**config.mk**
```make
export PLATFORM = sky130hd
export DESIGN_NAME = early_out_div
export DESIGN_NICKNAME = d
export VERILOG_FILES = /design/src/rtl/early_out_div.sv
export SDC_FILE = /design/constraint.sdc
export NUM_CORES = 1
export LEC_CHECK = 0
export ABC_CLOCK_PERIOD_IN_PS = 7400
export BUFFER_PORTS_ARGS = -buffer_cell sky130_fd_sc_hd__buf_2
export CORE_MARGIN = 4
export CORE_UTILIZATION = 50
export CTS_CLUSTER_DIAMETER = 100
export CTS_CLUSTER_SIZE = 40
export DETAILED_ROUTE_END_ITERATION = 6
export HOLD_SLACK_MARGIN = 0.02
export PLACE_DENSITY = 0.72
export SYNTH_ARGS = -nofsm -noshare
export SYNTH_HDL_FRONTEND = slang
export SYNTH_HIERARCHICAL = 1
export SYNTH_SLANG_ARGS = --single-unit
```
**constraint.sdc**
```tcl
create_clock -name clk -period 7.4 [get_ports clk]
set_clock_uncertainty 0.1 [all_clocks]
set_input_delay 2.22 -clock clk [delete_from_list [all_inputs] [get_ports clk]]
set_output_delay 2.22 -clock clk [all_outputs]
set_load 0.1 [all_outputs]
```
**src/rtl/early_out_div.sv**
```systemverilog
// early_out_div: multi-cycle RV32M divide unit (DIV, DIVU, REM, REMU).
//
// Restoring division, one quotient bit per cycle. Iteration starts at the
// leading-one position of the dividend magnitude, so small dividends finish
// early. Divide-by-zero, signed overflow and zero dividend take a fast path
// straight from INIT to DONE.
//
// Handshake: start is sampled only while idle (busy=0). When it is accepted,
// busy rises the next cycle and stays high until the cycle after the single
// valid pulse. result is written only on the edge that enters DONE, and it
// holds that value until the next valid. flush drops the operation in flight
// without producing valid or changing result.
//
// Ports:
//   clk       clock, rising edge
//   rst       synchronous active-high reset
//   flush     kill the in-flight operation
//   start     request, sampled only in IDLE
//   op[1:0]   00 DIV, 01 DIVU, 10 REM, 11 REMU
//   dividend  rs1, captured on accept
//   divisor   rs2, captured on accept
//   busy      high in every state except IDLE
//   valid     one-cycle pulse, result is final
//   result    quotient or remainder, held until the next valid

// Leading-one encoder: index of the most significant set bit (0 for 0 and 1).
module early_out_lead_one (
  input  logic [31:0] value,
  output logic [4:0]  index
);
  always_comb begin
    index = '0;
    for (int i = 1; i < 32; i++) begin
      if (value[i]) index = 5'(i);
    end
  end
endmodule

module early_out_div (
  input  logic        clk,
  input  logic        rst,
  input  logic        flush,
  input  logic        start,
  input  logic [1:0]  op,
  input  logic [31:0] dividend,
  input  logic [31:0] divisor,
  output logic        busy,
  output logic        valid,
  output logic [31:0] result
);

  typedef enum logic [2:0] {
    S_IDLE = 3'd0,
    S_INIT = 3'd1,
    S_ITER = 3'd2,
    S_FIX  = 3'd3,
    S_DONE = 3'd4
  } state_t;

  // state is kept as a named register so checkers can bind to it directly.
  state_t state;
  state_t state_next;

  logic [1:0]  op_q;
  logic [31:0] dvd_q;
  logic [31:0] dvs_q;
  logic [31:0] a_abs;
  logic [31:0] d_abs;
  logic [32:0] rem_r;
  logic [31:0] quo;
  logic [4:0]  cnt;

  // op[0]=0 selects the signed variants, op[1]=1 selects the remainder.
  logic is_signed;
  logic is_rem;
  logic a_neg;
  logic d_neg;
  logic [31:0] a_mag;
  logic [31:0] d_mag;
  logic [4:0]  lead_k;

  assign is_signed = ~op_q[0];
  assign is_rem    = op_q[1];
  assign a_neg     = is_signed & dvd_q[31];
  assign d_neg     = is_signed & dvs_q[31];
  assign a_mag     = a_neg ? -dvd_q : dvd_q;
  assign d_mag     = d_neg ? -dvs_q : dvs_q;

  early_out_lead_one u_lead_one (
    .value (a_mag),
    .index (lead_k)
  );

  // Fast-path detection, evaluated on the latched operands during INIT.
  logic        fast_dz;
  logic        fast_ovf;
  logic        fast_zero;
  logic        fast;
  logic [31:0] fast_value;

  assign fast_dz   = (dvs_q == 32'd0);
  assign fast_ovf  = is_signed && (dvd_q == 32'h8000_0000) && (dvs_q == 32'hFFFF_FFFF);
  assign fast_zero = (dvd_q == 32'd0);
  assign fast      = fast_dz | fast_ovf | fast_zero;

  always_comb begin
    fast_value = 32'd0;
    if (fast_dz)       fast_value = is_rem ? dvd_q : 32'hFFFF_FFFF;
    else if (fast_ovf) fast_value = is_rem ? 32'd0 : 32'h8000_0000;
    else               fast_value = 32'd0;
  end

  // One restoring step: shift in the next dividend bit, subtract if it fits.
  // The partial remainder is always below |d|, so 33 bits cannot overflow.
  logic [32:0] r_shift;
  logic [32:0] r_sub;
  logic        take;

  assign r_shift = {rem_r[31:0], a_abs[cnt]};
  assign r_sub   = r_shift - {1'b0, d_abs};
  assign take    = (r_shift >= {1'b0, d_abs});

  // Sign fix-up: quotient negative when signs differ, remainder follows a.
  logic [31:0] q_fix;
  logic [31:0] r_fix;

  assign q_fix = (a_neg ^ d_neg) ? -quo : quo;
  assign r_fix = a_neg ? -rem_r[31:0] : rem_r[31:0];

  // State register
  always_ff @(posedge clk) begin
    if (rst) state <= S_IDLE;
    else     state <= state_next;
  end

  // Next-state logic
  always_comb begin
    state_next = state;
    case (state)
      S_IDLE: if (start && !flush) state_next = S_INIT;
      S_INIT: begin
        if (flush)     state_next = S_IDLE;
        else if (fast) state_next = S_DONE;
        else           state_next = S_ITER;
      end
      S_ITER: begin
        if (flush)           state_next = S_IDLE;
        else if (cnt == 5'd0) state_next = S_FIX;
      end
      S_FIX: begin
        if (flush) state_next = S_IDLE;
        else       state_next = S_DONE;
      end
      S_DONE:  state_next = S_IDLE;
      default: state_next = S_IDLE;
    endcase
  end

  // Output logic
  always_comb begin
    busy  = (state != S_IDLE);
    valid = (state == S_DONE);
  end

  // Datapath
  always_ff @(posedge clk) begin
    if (rst) begin
      op_q   <= '0;
      dvd_q  <= '0;
      dvs_q  <= '0;
      a_abs  <= '0;
      d_abs  <= '0;
      rem_r  <= '0;
      quo    <= '0;
      cnt    <= '0;
      result <= '0;
    end else begin
      case (state)
        S_IDLE: begin
          if (start && !flush) begin
            op_q  <= op;
            dvd_q <= dividend;
            dvs_q <= divisor;
          end
        end
        S_INIT: begin
          a_abs <= a_mag;
          d_abs <= d_mag;
          rem_r <= '0;
          quo   <= '0;
          cnt   <= lead_k;
          if (fast && !flush) result <= fast_value;
        end
        S_ITER: begin
          rem_r <= take ? r_sub : r_shift;
          if (take) quo[cnt] <= 1'b1;
          if (cnt != 5'd0) cnt <= cnt - 5'd1;
        end
        S_FIX: begin
          if (!flush) result <= is_rem ? r_fix : q_fix;
        end
        default: ;
      endcase
    end
  end

endmodule

```
## After elaboration in Yosys (flattened, before gate mapping)

Cells that the tools add are included.

- Word-level logic and storage cells: 117
- Register bits: 234
- Input bits: 70
- Output and inout port bits: 34

- Bitwise logic cells: 7
- Reductions and logical operators: 19
- Add/sub/neg operators: 6
- Equality and inequality tests: 12
- Muxes and demuxes: 60
- $lt $le $gt $ge: 3

Operator list:

| kind | number |
|---|---|
| two-way mux 32 bit | 13 |
| one-hot mux 32 bit (2 select lines) | 3 |
| negation 32 bit | 4 |
| two-way mux 5 bit | 17 |
| == test 32 bit (second input constant) | 2 |
| zero test 32 bit | 2 |
| >= comparator 33 x 32 -> 1 bit | 1 |
| two-way mux 4 bit | 8 |
| bitwise OR 32 bit | 1 |
| subtractor 32 bit | 1 |
| two-way mux 3 bit | 10 |
| one-hot mux 3 bit (4 select lines) | 1 |
| inequality test 2 bit (second input constant) | 5 |
| one-hot mux 5 bit (2 select lines) | 1 |
| AND reduction 2 bit | 4 |
| == test 3 x 2 -> 1 bit (second input constant) | 2 |
| less-than comparator 5 x 6 -> 1 bit (second input constant) | 1 |
| binary-select mux 1 bit (select 5 bit) | 1 |
| demux 1 bit (select 5 bit) | 1 |
| >= comparator 5 x 1 -> 1 bit (second input constant) | 1 |
| logical AND 1 bit | 5 |
| zero test 5 bit | 1 |
| nonzero test 5 bit | 1 |
| subtractor 5 x 1 -> 5 bit (second input constant) | 1 |
| other kinds (14) | 20 |

## Logic depth before layout (Yosys ltp)

Gate-level depths: netlist (run 1).

- Depth in word-level cells: 35
- Mapped depth: 19
- Gate-level depth less buffers: 17

## By module

Netlist (run 1), hierarchy kept.

By module, submodules not included:

| module | area each (sq um) | cells each | times used |
|---|---|---|---|
| early_out_div | 13749.4 | 1828 | 1 |
| early_out_lead_one | 352.8 | 60 | 1 |

## Worst setup path before layout (run 1)

No wires, ideal clock.

- Path kind: reg2out
- Start point: register state[1]
- End point: output valid
- Required time: 5080 ps
- Arrival time: 2626 ps
- Cell stages (with the launch flop): 3
- Slack: 2454 ps
- Buffers on the path: 1
- Cells stage by stage: dfxtp_1 -> clkbuf_1 -> nor3b_1

- Word-level cells in the longest chain between the ends: 1

Ends and longest elaborated chain:

| item | RTL line | text |
|---|---|---|
| from (decl) | 61 | `state_t state;` |
| from (signal assigned) | 133 | `else state <= state_next;` |
| == test 3 bit | 162 | `valid = (state == S_DONE);` |
| to (decl) | 48 | `output logic valid,` |

Every way passes these cells.

## Worst setup path after layout (run 1)

- Start point: register cnt[0]
- End point: register quo[0]

- Word-level cells in the longest chain between the ends: 7
- Elaborated cells between the ends (all ways): 13
- Classes of those cells: order compare: 3; eq/ne: 1; mux: 6; bitwise: 1; reduce/logical: 2

Ends and longest elaborated chain:

| item | RTL line | text |
|---|---|---|
| from (decl) | 71 | `logic [4:0] cnt;` |
| from (signal assigned) | 191 | `cnt <= lead_k;` |
| from (signal assigned) | 197 | `if (cnt != 5'd0) cnt <= cnt - 5'd1;` |
| parallel branches: the longest is 7 deep, another holds >= comparator 33 x 32 -> 1 bit | - |  |
| to (signal assigned) | 174 | `quo <= '0;` |
| to (signal assigned) | 190 | `quo <= '0;` |
| to (signal, indexed assignment) | 196 | `if (take) quo[cnt] <= 1'b1;` |
| to (decl) | 70 | `logic [31:0] quo;` |

Several ways; the timed one is not identified. The select of a mux whose other input is x is not followed.
A chain may end at the register's enable or synchronous reset.

==> results list, run 1 <==
* Cell internal power dissipation: 1.94 mW
- Most common cell after layout, fill and taps aside: sky130_fd_sc_hd__nand2_1
- Post-route standard cell area excluding fillers: 0.0152 mm2
* Crit path max fanout: 32
* Yosys warnings: 6
* Power per cell area: 191 mW/mm2
- The worst setup path is launched from a flip-flop.
* Via count normalized by instance count: 6.03
* Clock network power share: 30.8%
- Post-CTS clock slew at the launch and capture registers of the worst setup and hold paths: 140 ps
* Switching power summed over all nets: 0.970 mW
- In this run, the number of DRC markers left after iteration 0 of detailed routing was 1474.
- The final layout contains routed wiring with a total length of 42900 um.
- Worst Tran Pin Value: 1260 ps
- In this run the static leakage power is 5.93 nW.
* DP HPWL: 31800 um
- Of the cells placed in the final design, the portion with a size suffix greater than 1 is 8.82%.
- Area of the core: 0.0278 mm2
* Share of the yosys chip area belonging to registers: 33.2%
- The final critical path takes up 74.9% of the cycle.
* Max-slew headroom at the worst pin: 16.2%
- For this run the aggregate overflow at the end of global routing stands at 0.
- Cell count after synthesis: 1888
- The most used flip-flop cell after synthesis is sky130_fd_sc_hd__dfxtp_1.
- Post-route worst setup slack: 1860 ps
- Antenna cells: 0
- Derived from the worst setup path, the maximum achievable clock frequency is 0.180 GHz.
* WP data required: 7680 ps
* CP cell instances: mux4_2 -> a22oi_1 -> nand3_1 -> nor4_1 -> ha_1 -> nand3b_1 -> a21oi_1 -> o2111ai_1 -> a21oi_1 -> o31ai_1 -> o211a_1 -> buf_4 -> nand2b_1 -> o21ai_0
* Total of hold buffers inserted after clock tree synthesis: 0
- Including well taps, the total number of placed cells is 2263.
* Count of cells resized by post-cts repair: 0
- Input/output buffers: 103
- Count of max-cap constraint violations: 0
* Setup Total Neg Slack: 0 ps
* Initial DRT Pass Iterations: 6
* Number of different library cells in the post-synthesis netlist: 69
- VDD sags by at most 0.150 mV.
- For this block, wires on met1 add up to 19600 um.
* Source-to-sink clock delay at the later pin of the worst-skew pair: 520 ps
- In the final routed layout, each cell accounts on average for 18.8 um.
* Run status: completed
- CTS Buf Count: 12
- Layout overhead on the synthesized area: 8.07%
- Leaving out fill and tap cells, the most frequent cells in the layout are sky130_fd_sc_hd__nand2_1, sky130_fd_sc_hd__dfxtp_1, sky130_fd_sc_hd__a21oi_1.
- Nature of the critical path endpoint: flip-flop
* Critical setup path kind: reg2reg
* CP top delay family: compound AO/OA/AOI/OAI gates
- Worst EP arrival: 5830 ps
- For this run, the total global-route usage over all layers was measured as 26.7%.
- Counting flops and latches in the post-synthesis netlist gives 234.
- Largest stage delay on the critical path: 780 ps
* Final estimated routing congestion in global placement: 0.977
- Number of setup violations in the final report: 0
- Setup repair after global routing left no endpoint under its margin.
- Most common cell type on the critical path: sky130_fd_sc_hd__a21oi_1
* CTS tree: yes
- EDFF count, synth: 0
- For this run, the number of standard cells in the final layout without fillers is 2283.
- Layout Nets: 2012
* Die extent in y: 176 um
* Time the final worst path needs with I/O delays and setup: 5540 ps
- Per report_power, the sequential group accounts for 46.7% of the total.
- Amount of wire on met3 after detailed routing: 3940 um
- The count of final hold-check violations was 0.
- Clock Path Buffers: 3
* Worst slack on hold paths: 354 ps
* Biggest area contributors in the synthesized netlist: sky130_fd_sc_hd__dfxtp_1, sky130_fd_sc_hd__nand2_1, sky130_fd_sc_hd__a21oi_1
- Remaining antenna violation count: 0
- Worst Setup Slack post-DPL: 1900 ps
* Fin util: 54.9%
- The via count of the first global-routing pass came to 12200.
- Cell with the biggest individual delay on the critical path: sky130_fd_sc_hd__dfxtp_1
* Power Total: 2.91 mW
* Routed wire length on met2: 18200 um
- The routed layout has 13800 vias.
* Initial Utilization: 50.8%
- In this run switching power makes up 33.4% of total power.
- Synth Cell Area: 0.0141 mm2
* Total clock sinks: 234
- Portion of synthesized cell area occupied by the leading cell type: 33.2%
* Count of final max-slew check failures: 0
* Worst min path class: reg2reg
* Total Die Area: 0.0310 mm2
- Avg Cell Area, Syn: 7.47 um2
* Number of antenna violations at the first check in global routing: 1
- In this run the horizontal extent of the chip is 176 um.
* Synth area leader: sky130_fd_sc_hd__dfxtp_1
- H-Tree Depth: 1
* Postcts setup bufs: 0
- Remaining routing DRC violations: 0
- Once placement finished, the instance area stood at 0.0148 mm2.
* Clock root buffer: sky130_fd_sc_hd__clkbuf_16
- In this run, the combinational gates consume 22.5% of the power.
- Asr flop ratio synth: 0%
- Top Layer Used: met5
- The floorplan has 61 rows.
* Number of primary I/O pins: 104
- Entering global routing, the biggest net connects 107 pins.
- The first global-routing pass estimated 67600 um of wire.
- Together, buffers and inverters on the worst path number 1.
- The number of nets in the synthesized netlist is 2001.
==> cells by family (layout without fill, tap and decap cells) <==
kind of cell | Yosys count | count (layout) | share of synthesized area [%]
muxes | 27 | 27 | 2.64
xor gates and xnor gates | 141 | 141 | 8.76
AOI/OAI and AO/OA | 516 | 516 | 22.7
and+or+nand+nor | 738 | 738 | 23.7
buffers and inverters | 189 | 206 | 5.20
DFF | 234 | 234 | 33.2
adders and majority gates | 43 | 43 | 3.87
==> cells in the mapped netlist, drive strengths merged (37+ instances only) <==
cell type	instances
inv	68
nor2	202
dfxtp	234
a21oi	205
a211oi	37
nor3	70
clkbuf	105
nand2	304
xor2	71
o21ai	101
xnor2	70
ha	42
==> per-layer routing <==
metal / vias up / track usage [%]
met5: - / 0
met4: 2 / 6.60
met3: 72 / 4.35
met2: 628 / 39.9
met1: 6398 / 40.2
li1: 6661 / -
==> power by group through the flow <==
stage	combinational (mW)	sequential, mW	clock, mW
2_1_floorplan	0.493	1.36	0
3_3_place_gp	0.630	1.38	0
3_5_place_dp	0.637	1.38	0
4_1_cts	0.641	1.36	0.913
5_1_grt	0.720	1.37	0.957
6_report	0.655	1.36	0.894
==> worst paths after layout <==
kind,slack (ps),to,from,cells after the start
max,1860,quo[0],cnt[0],14
min,350,result[14],result[14],2
min reg2reg,350,result[14],result[14],2
max reg2reg,1860,quo[0],cnt[0],14
==> flip-flops by register name (all words and copies together), names as in the netlist <==
signal  count
op_q        2
quo        32
cnt         5
dvs_q      32
state       3
result     32
d_abs      32
a_abs      32
rem_r      32
dvd_q      32
==> final cells by class <==
class	instances	area [um2]
fillers	2714	12500
multi-input cells	1465	8710
flip-flops and latches	234	4680
repair buffers	118	631
well taps	378	473
clock buffers	13	325
inverters	68	255
clock inverters	7	160
==> worst reg2reg max path: cells and delay by family, from the launching register on <==
kind | cells | cell delay [ps]
buffers and inverters | 1 | 450
and+or+nand+nor | 4 | 1050
DFF | 1 | 780
muxes | 1 | 580
adders and majority gates | 1 | 260
AOI/OAI and AO/OA | 7 | 2210
Power figures use the tool's default switching activity.
==> inputs of run 2 (changes only) <==
Settings changed: ABC_CLOCK_PERIOD_IN_PS 7400 to 4600, PLACE_DENSITY 0.72 to 0.75.
Clock period 7.4 ns to 4.6 ns, I/O delays scaled along.
==> results list, run 2 (synthesis gave the netlist of run 1 again) <==
- Initial Utilization: 50.8%
- Layout overhead on the synthesized area: 9.17%
* Count of max-cap constraint violations: 0
- Power per cell area: 304 mW/mm2
- After floorplanning, the core was divided into 61 placement rows.
- Nature of the critical path endpoint: flip-flop
- The floorplan step defined a die boundary enclosing 0.0310 mm2.
- Remaining routing DRC violations: 0
- The routed design has 42300 um of wire.
- The critical path starts at cnt[0].
* Count of final max-slew check failures: 0
* Post-route standard cell area excluding fillers: 0.0154 mm2
* Post-CTS clock slew at the launch and capture registers of the worst setup and hold paths: 140 ps
- The flow ran to the end, and the final reports show no timing, DRC or antenna violations.
* Share of final-layout standard cells stronger than drive strength 1: 9.88%
* Initial detailed-routing violation count: 1490
- The first detailed-routing pass ran for 6 iterations.
* Source-to-sink clock delay at the later pin of the worst-skew pair: 530 ps
* Area of the core: 0.0278 mm2
* Startpoint of the tightest hold check path: result[8]
* Number of buffers and inverters on the critical path: 3
* Cell Area, Placed: 0.0149 mm2
- In this run the static leakage power is 6.02 nW.
- Commonest cells after routing, fill and taps aside: sky130_fd_sc_hd__nand2_1, sky130_fd_sc_hd__dfxtp_1, sky130_fd_sc_hd__a21oi_1
* Fmax: 0.235 GHz
- Net switching is 33.7% of the power.
- IR analysis of the VDD net gives a maximum drop of 0.220 mV.
* Combinational power share: 22.9%
- At the end of the flow, the number of nets in the layout was 2031.
* Clock root buffer: sky130_fd_sc_hd__clkbuf_16
* Cell internal power dissipation: 3.11 mW
- Final estimated routing congestion in global placement: 0.987
* Final cell count without fillers: 2302
* Largest stage delay on the critical path: 520 ps
* Input/output buffers: 103
- Clock tree synthesis inserted a total of 12 buffers.
- The via count of the first global-routing pass came to 12400.
- Total count of hold-check failures in the final report: 0
- Total of hold buffers inserted after clock tree synthesis: 0
- Time the final worst path needs with I/O delays and setup: 4250 ps
- Maximum number of pins on one net before global-route repair: 112
- Buffers added to address setup during post-CTS repair amount to 0.
- TritonCTS built the clock tree.
* Cell with the biggest individual delay on the critical path: sky130_fd_sc_hd__mux4_2
- Switching power summed over all nets: 1.58 mW
- During I/O placement, the number of pins put on the boundary was 104.
* Worst Tran Pin Value: 1200 ps
- Clock network power share: 30.4%
- Number of setup violations in the final report: 0
* Part of the cycle the worst path needs: 92.5%
- Detailed placement ended at an HPWL of 32200 um.
- Registers are responsible for 46.7% of the overall power.
- The first global-routing pass estimated 67000 um of wire.
- The number of antenna violations at the first check in global routing is 1.
* Number of cells after detailed placement: 2282
- In the final routed layout, each cell accounts on average for 18.4 um.
- After filler insertion, the fill cell instance count of the layout stands at 2700.
* Global routing usage summed across all routing layers: 26.5%
- Startpoint types: flip-flop
* Clock Path Buffers: 3
- Remaining antenna violation count: 0
- WP data required: 4880 ps
* Worst EP arrival: 4530 ps
* Most common cell after layout, fill and taps aside: sky130_fd_sc_hd__nand2_1
- The die is 176 um tall.
- The tree built by TritonCTS fans out to 234 sinks.
- Startpoint of the worst register-to-register path: cnt[0]
- Detailed routing inserted a total of 13800 vias.
- From left edge to right edge, the die measures 176 um.
- The signal on the critical path passes through buf_4 -> mux4_2 -> a22oi_1 -> nand3_1 -> nor4_2 -> buf_4 -> ha_1 -> inv_1 -> fa_1 -> a21oi_1 -> nor2_1 -> o21ai_1 -> a211o_1 -> a21oi_1 -> a41o_1 -> a31oi_1 -> mux2i_1 -> nand2_1.
* Worst min path class: reg2reg
- After global routing the overflow that remains totals 0.
* Critical setup path kind: reg2reg
- Max-slew headroom at the worst pin: 19.6%
- After detailed routing, the number of vias per cell comes to 5.97.
- CP top delay family: compound AO/OA/AOI/OAI gates
- Crit path max fanout: 8
* Power Total: 4.68 mW
- H-Tree Depth: 1
- Antenna cells: 0
-- run 2: changes by cell type in the layout (fill, tap and decap cells not counted), sizes merged --
cell | before | now
clkbuf | 13 | 14
buf | 118 | 137
bufinv | 1 | 0
-- run 2: cell type report --
| type | instances | area [um2] | share of cell area (%) |
|---|---|---|---|
| flip-flops and latches | 234 | 4690 | 30.4 |
| multi-input cells | 1465 | 8720 | 56.6 |
| clock buffers | 14 | 339 | 2.20 |
| repair buffers | 137 | 786 | 5.10 |
| clock inverters | 6 | 139 | 0.902 |
| well taps | 378 | 473 | 3.07 |
| inverters | 68 | 255 | 1.66 |
-- run 2: layer usage --
layer | wire length [um] | vias up | global-route usage [%] | part of all wire [%]
met5 | 13 | - | 0 | 0.031
met4 | 1310 | 2 | 7.93 | 3.1
met3 | 3790 | 85 | 4.65 | 9.0
met2 | 18000 | 616 | 39.6 | 43
met1 | 19100 | 6363 | 39.1 | 45
li1 | - | 6684 | - | -
-- run 2: metrics by stage --
step,setup TNS [ps],hold slack [ps],setup WS (ps),utilization (%)
6_report,0,356,347,55.4
3_5_place_dp,0,342,203,53.7
2_1_floorplan,0,332,232,-
4_1_cts,0,357,136,55.4
5_1_grt,-92.9,382,-53.6,55.4
3_3_place_gp,0,337,295,53.7
-- run 2: final timing paths --
path	to	slack (ps)	depth (start not counted)
worst max-delay path	rem_r[28]	350	18
worst min-delay path	result[8]	360	2
worst max register to register	rem_r[28]	350	18
worst min register to register	result[8]	360	2
-- run 2: repair_timing --
item / in CTS / in global routing
resized for setup: 0 / 4
endpoints found under the setup margin: 0 / 36
endpoints found under the hold margin: 0 / 0
-- run 2: power groups by stage --
stage	Clock, mW	Combinational (mW)	Sequential, mW
2_1_floorplan	0	0.792	2.19
3_3_place_gp	0	1.03	2.22
3_5_place_dp	0	1.05	2.23
5_1_grt	1.51	1.18	2.20
6_report	1.42	1.07	2.19
4_1_cts	1.45	1.05	2.18
-- run 2: worst min-delay path: cells and delay by family (launching register included) --
kind / cells / cell delay [ps]
flip-flops: 1 / 330
AO/OA/AOI/OAI: 1 / 50
AND/OR/NAND/NOR: 1 / 50
